<file path="src/rtl/mips_bus_pkg.sv">
// rtl/mips_bus_pkg.sv - shared types and lane/alignment helpers for the core memory-access unit
// Contents:
//   size_e      access size (byte, half, word, dword)
//   state_e     bus master FSM states
//   err_e       response error codes
//   lane_mask   contiguous byte-enable mask for a size at a byte offset (8 lanes wide)
//   misaligned  natural-alignment check on the low three address bits
package mips_bus_pkg;

    typedef enum logic [1:0] {
        SZ_BYTE  = 2'd0,
        SZ_HALF  = 2'd1,
        SZ_WORD  = 2'd2,
        SZ_DWORD = 2'd3
    } size_e;

    typedef enum logic [1:0] {
        ST_IDLE  = 2'd0,
        ST_CHECK = 2'd1,
        ST_BUS   = 2'd2,
        ST_RESP  = 2'd3
    } state_e;

    typedef enum logic [1:0] {
        ERR_OK       = 2'd0,
        ERR_MISALIGN = 2'd1,
        ERR_TIMEOUT  = 2'd2,
        ERR_SIZE     = 2'd3
    } err_e;

    // Always 8 lanes wide; narrower buses keep the low LANES bits.
    function automatic logic [7:0] lane_mask(input size_e size, input logic [2:0] offset);
        logic [7:0] base;
        case (size)
            SZ_BYTE: base = 8'h01;
            SZ_HALF: base = 8'h03;
            SZ_WORD: base = 8'h0F;
            default: base = 8'hFF;
        endcase
        return base << offset;
    endfunction

    function automatic logic misaligned(input size_e size, input logic [2:0] addr);
        case (size)
            SZ_BYTE: return 1'b0;
            SZ_HALF: return addr[0];
            SZ_WORD: return |addr[1:0];
            default: return |addr[2:0];
        endcase
    endfunction

endpackage

</file>
<file path="src/rtl/mips_bus_master_if.sv">
// rtl/mips_bus_master_if.sv - Avalon-MM style master bus bundle
// Signals:
//   address     byte address, aligned to the bus width (master -> slave)
//   read/write  transfer strobes, never high together (master -> slave)
//   writedata   lane-replicated store data (master -> slave)
//   byteenable  active byte lanes (master -> slave)
//   waitrequest slave stall (slave -> master)
//   readdata    load data, valid while read is high and waitrequest is low (slave -> master)
interface mips_bus_master_if #(
    parameter int DATA_W = 32,
    parameter int ADDR_W = 32
);
    localparam int LANES = DATA_W / 8;

    logic [ADDR_W-1:0] address;
    logic              read;
    logic              write;
    logic              waitrequest;
    logic [DATA_W-1:0] writedata;
    logic [DATA_W-1:0] readdata;
    logic [LANES-1:0]  byteenable;

    modport master (
        output address, read, write, writedata, byteenable,
        input  waitrequest, readdata
    );

    modport slave (
        input  address, read, write, writedata, byteenable,
        output waitrequest, readdata
    );
endinterface

</file>
<file path="src/rtl/mips_load_align.sv">
// rtl/mips_load_align.sv - selects the addressed lanes of bus read data and sign/zero extends them
// Ports:
//   readdata  in   DATA_W  raw bus read data
//   offset    in   OFF_W   byte offset of the access within the bus word
//   size      in   size_e  access size
//   sgn       in   1       1 = sign-extend, 0 = zero-extend
//   extended  out  DATA_W  right-justified, extended load result
module mips_load_align
    import mips_bus_pkg::*;
#(
    parameter int DATA_W = 32
) (
    input  logic [DATA_W-1:0]                 readdata,
    input  logic [$clog2(DATA_W/8)-1:0]       offset,
    input  size_e                             size,
    input  logic                              sgn,
    output logic [DATA_W-1:0]                 extended
);

    logic [DATA_W-1:0] shifted;
    logic [DATA_W-1:0] keep;
    logic              sign_bit;

    always_comb begin
        shifted  = readdata >> {offset, 3'b000};
        keep     = '1;
        sign_bit = shifted[DATA_W-1];
        case (size)
            SZ_BYTE: begin
                keep     = DATA_W'(8'hFF);
                sign_bit = shifted[7];
            end
            SZ_HALF: begin
                keep     = DATA_W'(16'hFFFF);
                sign_bit = shifted[15];
            end
            SZ_WORD: begin
                keep     = DATA_W'(32'hFFFF_FFFF);
                sign_bit = shifted[31];
            end
            default: begin
                keep     = '1;
                sign_bit = shifted[DATA_W-1];
            end
        endcase
        // Bits above the access width are either cleared or filled with the sign.
        extended = (shifted & keep) | ((sgn && sign_bit) ? ~keep : '0);
    end

endmodule

</file>
<file path="src/rtl/mips_bus_master.sv">
// rtl/mips_bus_master.sv - single-outstanding load/store unit between the core and an Avalon-MM style bus
// Ports:
//   clk, reset              rising-edge clock, asynchronous active-high reset
//   req_valid/req_ready     core request handshake; ready only while idle
//   req_write, req_size,
//   req_signed, req_addr,
//   req_wdata               request fields, latched on acceptance
//   resp_valid              one-cycle completion pulse (never back-pressured)
//   resp_rdata, resp_error  extended load data / error code, valid with resp_valid
//   bus                     master side of mips_bus_master_if
module mips_bus_master
    import mips_bus_pkg::*;
#(
    parameter int DATA_W  = 32,
    parameter int ADDR_W  = 32,
    parameter int TIMEOUT = 0
) (
    input  logic                clk,
    input  logic                reset,
    input  logic                req_valid,
    output logic                req_ready,
    input  logic                req_write,
    input  logic [1:0]          req_size,
    input  logic                req_signed,
    input  logic [ADDR_W-1:0]   req_addr,
    input  logic [DATA_W-1:0]   req_wdata,
    output logic                resp_valid,
    output logic [DATA_W-1:0]   resp_rdata,
    output logic [1:0]          resp_error,
    mips_bus_master_if.master   bus
);

    localparam int LANES = DATA_W / 8;
    localparam int OFF_W = $clog2(LANES);
    // The counter only has to reach TIMEOUT-1: the cycle that would make it
    // TIMEOUT is the one that aborts.
    localparam int CNT_W = (TIMEOUT < 2) ? 1 : $clog2(TIMEOUT);

    state_e              state_q, state_d;
    logic                wr_q;
    size_e               size_q;
    logic                sgn_q;
    logic [ADDR_W-1:0]   addr_q;
    logic [DATA_W-1:0]   wdata_q;
    logic [CNT_W-1:0]    cnt_q;
    logic [DATA_W-1:0]   rdata_q;
    err_e                err_q;
    err_e                chk_err;
    logic                timeout_hit;
    logic [OFF_W-1:0]    offset;
    logic [LANES-1:0]    be_next;
    logic [DATA_W-1:0]   wdata_rep;
    logic [DATA_W-1:0]   load_data;

    assign offset  = addr_q[OFF_W-1:0];
    assign be_next = LANES'(lane_mask(size_q, 3'(offset)));

    // An unsupported size outranks alignment: the offset rules are meaningless for it.
    always_comb begin
        chk_err = ERR_OK;
        if (size_q == SZ_DWORD && DATA_W == 32) begin
            chk_err = ERR_SIZE;
        end else if (misaligned(size_q, addr_q[2:0])) begin
            chk_err = ERR_MISALIGN;
        end
    end

    // Replicate the low 2^size bytes of the store data across every lane so the
    // slave finds the data under whichever lanes byteenable selects.
    always_comb begin
        wdata_rep = '0;
        for (int i = 0; i < LANES; i++) begin
            case (size_q)
                SZ_BYTE: wdata_rep[8*i +: 8] = wdata_q[7:0];
                SZ_HALF: wdata_rep[8*i +: 8] = wdata_q[8*(i%2) +: 8];
                SZ_WORD: wdata_rep[8*i +: 8] = wdata_q[8*(i%4) +: 8];
                default: wdata_rep[8*i +: 8] = wdata_q[8*i +: 8];
            endcase
        end
    end

    // A slave that releases waitrequest in the aborting cycle still wins,
    // because the hit requires waitrequest to be high.
    assign timeout_hit = (TIMEOUT != 0) && bus.waitrequest &&
                         (cnt_q == CNT_W'(TIMEOUT - 1));

    mips_load_align #(.DATA_W(DATA_W)) u_align (
        .readdata (bus.readdata),
        .offset   (offset),
        .size     (size_q),
        .sgn      (sgn_q),
        .extended (load_data)
    );

    always_comb begin
        state_d   = state_q;
        req_ready = 1'b0;
        case (state_q)
            ST_IDLE: begin
                req_ready = 1'b1;
                if (req_valid) begin
                    state_d = ST_CHECK;
                end
            end
            ST_CHECK: begin
                state_d = (chk_err != ERR_OK) ? ST_RESP : ST_BUS;
            end
            ST_BUS: begin
                if (!bus.waitrequest || timeout_hit) begin
                    state_d = ST_RESP;
                end
            end
            ST_RESP: begin
                state_d = ST_IDLE;
            end
            default: begin
                state_d = ST_IDLE;
            end
        endcase
    end

    always_ff @(posedge clk or posedge reset) begin
        if (reset) begin
            state_q        <= ST_IDLE;
            wr_q           <= 1'b0;
            size_q         <= SZ_BYTE;
            sgn_q          <= 1'b0;
            addr_q         <= '0;
            wdata_q        <= '0;
            cnt_q          <= '0;
            rdata_q        <= '0;
            err_q          <= ERR_OK;
            resp_valid     <= 1'b0;
            resp_rdata     <= '0;
            resp_error     <= 2'd0;
            bus.address    <= '0;
            bus.read       <= 1'b0;
            bus.write      <= 1'b0;
            bus.writedata  <= '0;
            bus.byteenable <= '0;
        end else begin
            state_q    <= state_d;
            resp_valid <= 1'b0;
            case (state_q)
                ST_IDLE: begin
                    if (req_valid) begin
                        wr_q    <= req_write;
                        size_q  <= size_e'(req_size);
                        sgn_q   <= req_signed;
                        addr_q  <= req_addr;
                        wdata_q <= req_wdata;
                    end
                end
                ST_CHECK: begin
                    err_q   <= chk_err;
                    rdata_q <= '0;
                    cnt_q   <= '0;
                    if (chk_err == ERR_OK) begin
                        bus.address    <= {addr_q[ADDR_W-1:OFF_W], {OFF_W{1'b0}}};
                        bus.byteenable <= be_next;
                        bus.writedata  <= wdata_rep;
                        bus.read       <= !wr_q;
                        bus.write      <= wr_q;
                    end
                end
                ST_BUS: begin
                    if (bus.waitrequest) begin
                        cnt_q <= cnt_q + 1'b1;
                    end
                    if (!bus.waitrequest) begin
                        bus.read  <= 1'b0;
                        bus.write <= 1'b0;
                        if (!wr_q) begin
                            rdata_q <= load_data;
                        end
                    end else if (timeout_hit) begin
                        bus.read  <= 1'b0;
                        bus.write <= 1'b0;
                        err_q     <= ERR_TIMEOUT;
                    end
                end
                ST_RESP: begin
                    resp_valid <= 1'b1;
                    resp_rdata <= rdata_q;
                    resp_error <= err_q;
                    cnt_q      <= '0;
                end
                default: begin
                    cnt_q <= '0;
                end
            endcase
        end
    end

endmodule

</file>
<file path="src/flat_wrapper.sv">
// flat-port wrapper written by rule: the top's interface ports become plain ports
module mips_bus_master_flat import mips_bus_pkg::*;
#(
    parameter int DATA_W  = 32,
    parameter int ADDR_W  = 32,
    parameter int TIMEOUT = 0
)
  (clk, reset, req_valid, req_ready, req_write, req_size, req_signed, req_addr, req_wdata, resp_valid, resp_rdata, resp_error, bus_address, bus_read, bus_write, bus_writedata, bus_byteenable, bus_waitrequest, bus_readdata);
  mips_bus_master_if #(.DATA_W(DATA_W), .ADDR_W(ADDR_W)) bus_i ();
  input  logic clk;
  input  logic reset;
  input  logic req_valid;
  output logic req_ready;
  input  logic req_write;
  input  logic [1:0] req_size;
  input  logic req_signed;
  input  logic [ADDR_W-1:0] req_addr;
  input  logic [DATA_W-1:0] req_wdata;
  output logic resp_valid;
  output logic [DATA_W-1:0] resp_rdata;
  output logic [1:0] resp_error;
  output wire logic [$bits(bus_i.address)-1:0] bus_address;
  output wire logic [$bits(bus_i.read)-1:0] bus_read;
  output wire logic [$bits(bus_i.write)-1:0] bus_write;
  output wire logic [$bits(bus_i.writedata)-1:0] bus_writedata;
  output wire logic [$bits(bus_i.byteenable)-1:0] bus_byteenable;
  input wire logic [$bits(bus_i.waitrequest)-1:0] bus_waitrequest;
  input wire logic [$bits(bus_i.readdata)-1:0] bus_readdata;
  assign bus_address = bus_i.address;
  assign bus_read = bus_i.read;
  assign bus_write = bus_i.write;
  assign bus_writedata = bus_i.writedata;
  assign bus_byteenable = bus_i.byteenable;
  assign bus_i.waitrequest = bus_waitrequest;
  assign bus_i.readdata = bus_readdata;
  mips_bus_master #(.DATA_W(DATA_W), .ADDR_W(ADDR_W), .TIMEOUT(TIMEOUT)) u_core (.clk(clk), .reset(reset), .req_valid(req_valid), .req_ready(req_ready), .req_write(req_write), .req_size(req_size), .req_signed(req_signed), .req_addr(req_addr), .req_wdata(req_wdata), .resp_valid(resp_valid), .resp_rdata(resp_rdata), .resp_error(resp_error), .bus(bus_i));
endmodule
</file>
<file path="config.mk">
export PLATFORM = sky130hd
export DESIGN_NAME = mips_bus_master_flat
export DESIGN_NICKNAME = d
export VERILOG_FILES = /design/src/rtl/mips_bus_pkg.sv /design/src/rtl/mips_bus_master_if.sv /design/src/rtl/mips_load_align.sv /design/src/rtl/mips_bus_master.sv /design/src/flat_wrapper.sv
export SDC_FILE = /design/constraint.sdc
export NUM_CORES = 1
export LEC_CHECK = 0
export ABC_AREA = 0
export BUFFER_PORTS_ARGS = -buffer_cell sky130_fd_sc_hd__buf_2
export CORE_MARGIN = 3
export CORE_UTILIZATION = 39
export CTS_BUF_LIST = sky130_fd_sc_hd__clkbuf_4 sky130_fd_sc_hd__clkbuf_8
export DETAILED_ROUTE_END_ITERATION = 6
export GPL_TIMING_DRIVEN = 0
export PLACE_DENSITY_LB_ADDON = 0.12
export SLEW_MARGIN = 20
export SYNTH_ARGS = -nofsm -noshare
export SYNTH_HDL_FRONTEND = slang
export SYNTH_SLANG_ARGS = --single-unit
export TNS_END_PERCENT = 50
</file>
<file path="constraint.sdc">
create_clock -name clk -period 5.6 [get_ports clk]
set_clock_uncertainty 0.1 [all_clocks]
set_input_delay 0.28 -clock clk [delete_from_list [all_inputs] [get_ports clk]]
set_output_delay 0.28 -clock clk [all_outputs]
set_load 0.01 [all_outputs]
</file>
==> impl_metrics.yaml, run 1 <==
pwr:
  ir_worst_vdd_mv: 0.253
  leakagePower_nw: 5.69
  p_total_mw: 6.76
  power_density_mw_per_mm2: 577
  pwr-share-seq: 0.384
  p_int_mw: 4.37
  pwr-share-clk: 0.217
  p_switching_mw: 2.39
  p_sw_frac: 0.353
  comb_power_share: 0.399
clock_network:
  ctsResizeCount: 0
  cts_buffers: 36
  clock_sinks: 207
  cts_buffer_depth: 3
  cts_tree: "yes"
  root_buffer: "clkbuf_8"
  cts_max_level: 2
  insertion_delay_ns: 0.51
  hold_buffers: 77
  postCtsSetupBuffers: 0
  cts.clk_slew.worst_paths_ns: 0.06
placed_design:
  port_buffers: 207
  dpl.cell_count: 1121
  dp_hpwl_um: 17000
  gp_congestion: 0.891
  dp_slack_ns: 3.30
layout:
  layout-drive-gt1-share: 0.475
  seq_area_mm2: 0.00518
  final_cell_mix: "buf_2, dfrtp_1, mux2_2"
  num-nets-final: 1069
  fillCellCount: 1859
  final_common_cell: "buf_2"
  multi_input_area_mm2: 0.00323
  area_growth_syn_to_layout_pct: 35.2
  fin_cells: 1261
  finish.utilization: 0.547
  diodes: 0
sta:
  max_slew.worst_pin.slew_ns: 0.784
  tns_ns: 0
  final-hold-violation-count: 0
  layout_worst_path_cycle_share: 0.417
  post-route-min-period_ns: 2.33
  maxSlewViolCount: 0
  slew_headroom: 0.477
  max_freq_ghz: 0.428
  setup_violations: 0
  fin_ws_ns: 3.27
  rsz0062_at_grt: "no"
die:
  placementRows: 53
  pin_count: 210
  chipHeight_um: 155
  start_util: 0.405
  dieWidth_um: 155
  die_area_mm2: 0.0240
  core_mm2: 0.0214
routing:
  drt_first_pass_iters: 4
  viasPerCell: 5.07
  drt-initial-drc-count: 288
  antenna_left: 0
  wl_per_cell_um: 18.8
  vias: 6389
  drc_errors: 0
  finalWirelength_um: 23700
critical_path:
  critPathMaxFanout: 10
  critPathLaunchType: "register"
  worstSetupPathType: "reg -> reg"
  rr_worst_depth: 6
  end_kind: "register"
  cp-startpoint: "u_core.state_q[0]$_DFFE_PP0P_"
  r2r_start: "u_core.state_q[0]$_DFFE_PP0P_"
  r2r_setup_slack_ns: 3.27
  reg2reg_to: "u_core.rdata_q[19]$_DFFE_PP0P_"
  crit_required_ns: 5.94
  crit_arrival_ns: 2.67
worst_hold_path:
  min_to: "u_core.rdata_q[14]$_DFFE_PP0P_"
  hold_path_startpoint: "bus_readdata[22]"
  min_path_cells: 3
  hp-class: "in -> reg"
grt:
  grt_overflow_total: 0
  antenna_found_initial: 0
  grt_usage: 0.197
  grt_pass1_vias: 6950
  grt_pass1_wl_um: 37800
  grt_max_degree: 37
synthesis:
  avgSynthCellArea_um2: 13.7
  ys_types: 44
  syn_area_mm2: 0.00867
  ys_seq_elements: 207
  yosysWarnings: 0
  seq_area_frac_synth: 0.598
  synth_cells: 632
job:
  maxCapViolCount: 0
outcome:
  outcome: "completed"
metal layers:
layer / wire length, um / track usage
met5: 0 / 0
met1: 10000 / 0.254
met2: 11500 / 0.328
met4: 522 / 0.0538
met3: 1700 / 0.0529
kinds of logic after synthesis:
| kind of cell | count (synthesis) | share of synthesized area |
|---|---|---|
| other | 1 | 0.000433 |
| DFF | 207 | 0.598 |
| AOI/OAI and AO/OA | 101 | 0.0807 |
| buffers and inverters | 52 | 0.0306 |
| and+or+nand+nor | 77 | 0.0407 |
| adders and majority gates | 4 | 0.00577 |
| muxes | 190 | 0.244 |
how the worst max path moves through the flow:
stage                                                      to  slack, ns  depth (start not counted)
after floorplan                  u_core.addr_q[0]$_DFFE_PP0P_       2.53                          1
after global placement    u_core.bus.writedata[3]$_DFFE_PP0P_       1.43                          2
after detailed placement       u_core.rdata_q[19]$_DFFE_PP0P_       3.30                          6
after CTS                      u_core.rdata_q[22]$_DFFE_PP0P_       3.28                          6
after global routing           u_core.rdata_q[22]$_DFFE_PP0P_       3.16                          6
final                          u_core.rdata_q[19]$_DFFE_PP0P_       3.27                          6
Yosys cell counts:
master | count | area [um^2]
nor3b_2 | 1 | 12.5
ha_1 | 4 | 50.1
a22oi_1 | 1 | 7.51
a311oi_1 | 1 | 8.76
mux2i_1 | 31 | 310
buf_1 | 7 | 26.3
and2_1 | 1 | 6.26
a21oi_2 | 1 | 8.76
o21ai_2 | 1 | 8.76
nor2_2 | 2 | 12.5
clkbuf_1 | 14 | 52.6
nor2b_1 | 2 | 12.5
nor3_2 | 1 | 10.0
o22ai_1 | 2 | 12.5
a221oi_1 | 8 | 70.1
o21ai_0 | 43 | 215
a221o_1 | 16 | 160
a32oi_2 | 1 | 16.3
a21bo_2 | 1 | 10.0
dfrtp_1 | 207 | 5180
nand3_1 | 1 | 5.00
o22a_1 | 1 | 8.76
conb_1 | 1 | 3.75
a22o_1 | 8 | 70.1
buf_6 | 4 | 45.0
a2bb2oi_1 | 1 | 8.76
inv_1 | 9 | 33.8
nand2b_1 | 1 | 6.26
nand2_1 | 50 | 188
o2bb2ai_1 | 1 | 8.76
buf_4 | 7 | 52.6
a21oi_1 | 10 | 50.1
buf_2 | 11 | 55.1
nor3_1 | 2 | 10.0
o31ai_1 | 2 | 15.0
o211ai_1 | 2 | 15.0
nor2_1 | 12 | 45.0
nor2b_4 | 1 | 13.8
mux2_4 | 1 | 15.0
mux2_2 | 157 | 1770
mux4_2 | 1 | 22.5
nor3_4 | 1 | 16.3
nand3b_1 | 2 | 15.0
o21ai_1 | 1 | 5.00
per-stage QoR:
stage	instance area, um^2	hold slack, ns
global route	11700	0.0345
CTS	11700	0.00494
finish	11700	0.0280
global placement	10100	0.361
floorplan	8670	0.325
detailed placement	10200	0.218
sequential cells by signal, indices dropped and copies added (netlist names), 4 cells and up:
| name | flops |
|---|---|
| u_core.resp_rdata | 32 |
| u_core.bus.byteenable | 4 |
| u_core.rdata_q | 32 |
| u_core.bus.writedata | 32 |
| u_core.addr_q | 32 |
| u_core.bus.address | 30 |
| u_core.wdata_q | 32 |
worst max-delay path, cell delays in order (launching register included):
cell and delay [ns]:
dfrtp_1 0.43, inv_1 0.09, ha_1 0.27, nor3b_2 0.20
a21oi_1 0.47, clkbuf_1 0.48, a221o_1 0.24
area by class of cell:
| class | instances | share of cell area |
|---|---|---|
| plain buffers | 43 | 0.0198 |
| flip-flops and latches | 207 | 0.442 |
| clock inverters | 10 | 0.00897 |
| multi-input cells | 374 | 0.275 |
| well taps | 275 | 0.0294 |
| inverters | 9 | 0.00320 |
| repair buffers | 290 | 0.164 |
| clock buffers | 53 | 0.0569 |
power by group through the flow:
stage          clock network [mW]  logic (mW)  registers, mW
2_1_floorplan                   0        1.66           2.67
3_3_place_gp                    0        2.60           2.58
3_5_place_dp                    0        2.69           2.62
4_1_cts                      1.51        2.74           2.60
5_1_grt                      1.59        2.95           2.68
6_report                     1.46        2.70           2.60
(Power assumes the default switching activity.)
==> inputs of run 2 (changes only) <==
==> constraint.sdc (replaced) <==
create_clock -name clk -period 2.3 [get_ports clk]
set_clock_uncertainty 0.1 [all_clocks]
set_input_delay 0.115 -clock clk [delete_from_list [all_inputs] [get_ports clk]]
set_output_delay 0.115 -clock clk [all_outputs]
set_load 0.01 [all_outputs]
==> impl_metrics.yaml, run 2 (synthesized netlist as in run 1, its figures left out) <==
pwr:
  p_int_mw: 10.8
  pwr-share-clk: 0.215
  leakagePower_nw: 5.79
  p_switching_mw: 5.86
  p_sw_frac: 0.353
  comb_power_share: 0.405
  ir_worst_vdd_mv: 0.619
  power_density_mw_per_mm2: 1390
  pwr-share-seq: 0.380
grt:
  grt_pass1_wl_um: 38200
  grt_max_degree: 37
  grt_overflow_total: 0
  antenna_found_initial: 0
  grt_usage: 0.198
  grt_pass1_vias: 7060
placed_design:
  dp_hpwl_um: 17000
  gp_congestion: 0.891
  port_buffers: 207
  dp_slack_ns: -0.00407
  placedInstanceArea_mm2: 0.0102
layout:
  diodes: 0
  layout-drive-gt1-share: 0.469
  final_cell_mix: "buf_2, dfrtp_1, mux2_2"
  design_area_mm2: 0.0119
  fillCellCount: 1836
  num-nets-final: 1088
  finish.utilization: 0.558
  area_growth_syn_to_layout_pct: 37.8
  final_common_cell: "buf_2"
die:
  start_util: 0.405
  placementRows: 53
  die_area_mm2: 0.0240
  chipHeight_um: 155
  core_mm2: 0.0214
  dieWidth_um: 155
  pin_count: 210
clock_network:
  cts_buffer_depth: 3
  root_buffer: "clkbuf_8"
  cts_buffers: 36
  cts_max_level: 2
  cts_tree: "yes"
  cts.clk_slew.worst_paths_ns: 0.06
  insertion_delay_ns: 0.51
  clock_sinks: 207
outcome:
  outcome: "completed"
routing:
  vias: 6434
  drt_first_pass_iters: 4
  drt-initial-drc-count: 289
  viasPerCell: 5.03
  antenna_left: 0
  wl_per_cell_um: 18.7
  drc_errors: 0
  finalWirelength_um: 23900
critical_path:
  cp_num_buf_inv: 3
  crit_chain: "inv_1, ha_1, nand2_1, buf_2, buf_2, mux2_2"
  worstSetupPathType: "reg -> reg"
  crit_required_ns: 2.58
  end_kind: "register"
  critPathLaunchType: "register"
  critPathMaxFanout: 10
  crit_top_cell: "buf_2"
  slowest_delay_ns: 0.43
  cp_top_family: "buffers and inverters"
  slowest_stage: "dfrtp_1"
  crit_arrival_ns: 2.47
sta:
  final-hold-violation-count: 0
  setup_violations: 0
  slew_headroom: 0.480
  rsz0062_at_grt: "yes"
  max_slew.worst_pin.slew_ns: 0.779
  maxSlewViolCount: 0
  post-route-min-period_ns: 2.19
  max_freq_ghz: 0.457
  fin_ws_ns: 0.113
  layout_worst_path_cycle_share: 0.951
worst_hold_path:
  hp-class: "in -> reg"
job:
  maxCapViolCount: 0
==> run 2: final cells by class <==
| cell class | count | area [um^2] | area share |
|---|---|---|---|
| multi-input cells | 374 | 3250 | 0.272 |
| inverters | 9 | 37.5 | 0.00314 |
| well taps | 275 | 344 | 0.0288 |
| plain buffers | 42 | 229 | 0.0192 |
| repair buffers | 310 | 2140 | 0.179 |
| clock inverters | 10 | 105 | 0.00880 |
| flip-flops and latches | 207 | 5180 | 0.434 |
| clock buffers | 53 | 667 | 0.0558 |
==> run 2: path summary, 6_finish.rpt <==
| check | startpoint | to | slack, ns | cells past startpoint |
|---|---|---|---|---|
| max | u_core.state_q[0]$_DFFE_PP0P_ | u_core.addr_q[4]$_DFFE_PP0P_ | 0.11 | 6 |
| min | bus_readdata[2] | u_core.rdata_q[2]$_DFFE_PP0P_ | 0.04 | 4 |
| max reg2reg | u_core.state_q[0]$_DFFE_PP0P_ | u_core.addr_q[4]$_DFFE_PP0P_ | 0.11 | 6 |
| min reg2reg | u_core.bus.writedata[21]$_DFFE_PP0P_ | u_core.bus.writedata[21]$_DFFE_PP0P_ | 0.38 | 2 |
| max in group asynchronous | reset | u_core.addr_q[22]$_DFFE_PP0P_ | 1.00 | 6 |
| min in group asynchronous | reset | u_core.resp_rdata[22]$_DFFE_PP0P_ | 0.08 | 3 |
==> run 2: through the flow <==
stage / TNS (ns) / total power [mW] / cells / hold slack (ns)
6_report: 0 / 16.6 / 1280 / 0.0360
2_1_floorplan: -124.46 / 10.5 / 633 / 0.160
3_5_place_dp: -0.00632 / 12.9 / 1121 / 0.0533
5_1_grt: -0.0235 / 17.8 / 1280 / 0.0425
4_1_cts: 0 / 16.8 / 1280 / 0.00161
3_3_place_gp: -349.48 / 12.6 / 1115 / 0.247
==> run 2: power groups by stage <==
stage               Sequential, mW  Clock (mW)  Combinational, mW
finish                        6.32        3.57               6.73
global route                  6.54        3.87               7.35
CTS                           6.33        3.68               6.79
detailed placement            6.38           0               6.54
global placement              6.28           0               6.33
floorplan                     6.51           0               4.03
==> run 2: what timing repair did <==
item	in CTS	in global routing
pin swaps	0	1
hold buffers	96	0
setup endpoints to repair	12	36
resized for setup	2	5
hold endpoints to repair	178	0
setup buffers	0	1
==> run 2: worst register-to-register path, delay by kind of cell (launching register included) <==
family                   cells  cell delay [ns]
multiplexers                 1             0.38
buffers and inverters        3             0.71
AND/OR/NAND/NOR              1             0.19
flip-flops                   1             0.43
adder cells (fa/ha/maj)      1             0.25
==> run 2: per-layer routing <==
| metal | vias up | track usage | part of all wire |
|---|---|---|---|
| met5 | - | 0 | 0 |
| met4 | 0 | 0.0563 | 0.023 |
| met3 | 43 | 0.0523 | 0.070 |
| met2 | 209 | 0.330 | 0.48 |
| met1 | 3214 | 0.256 | 0.42 |
| li1 | 2968 | - | - |
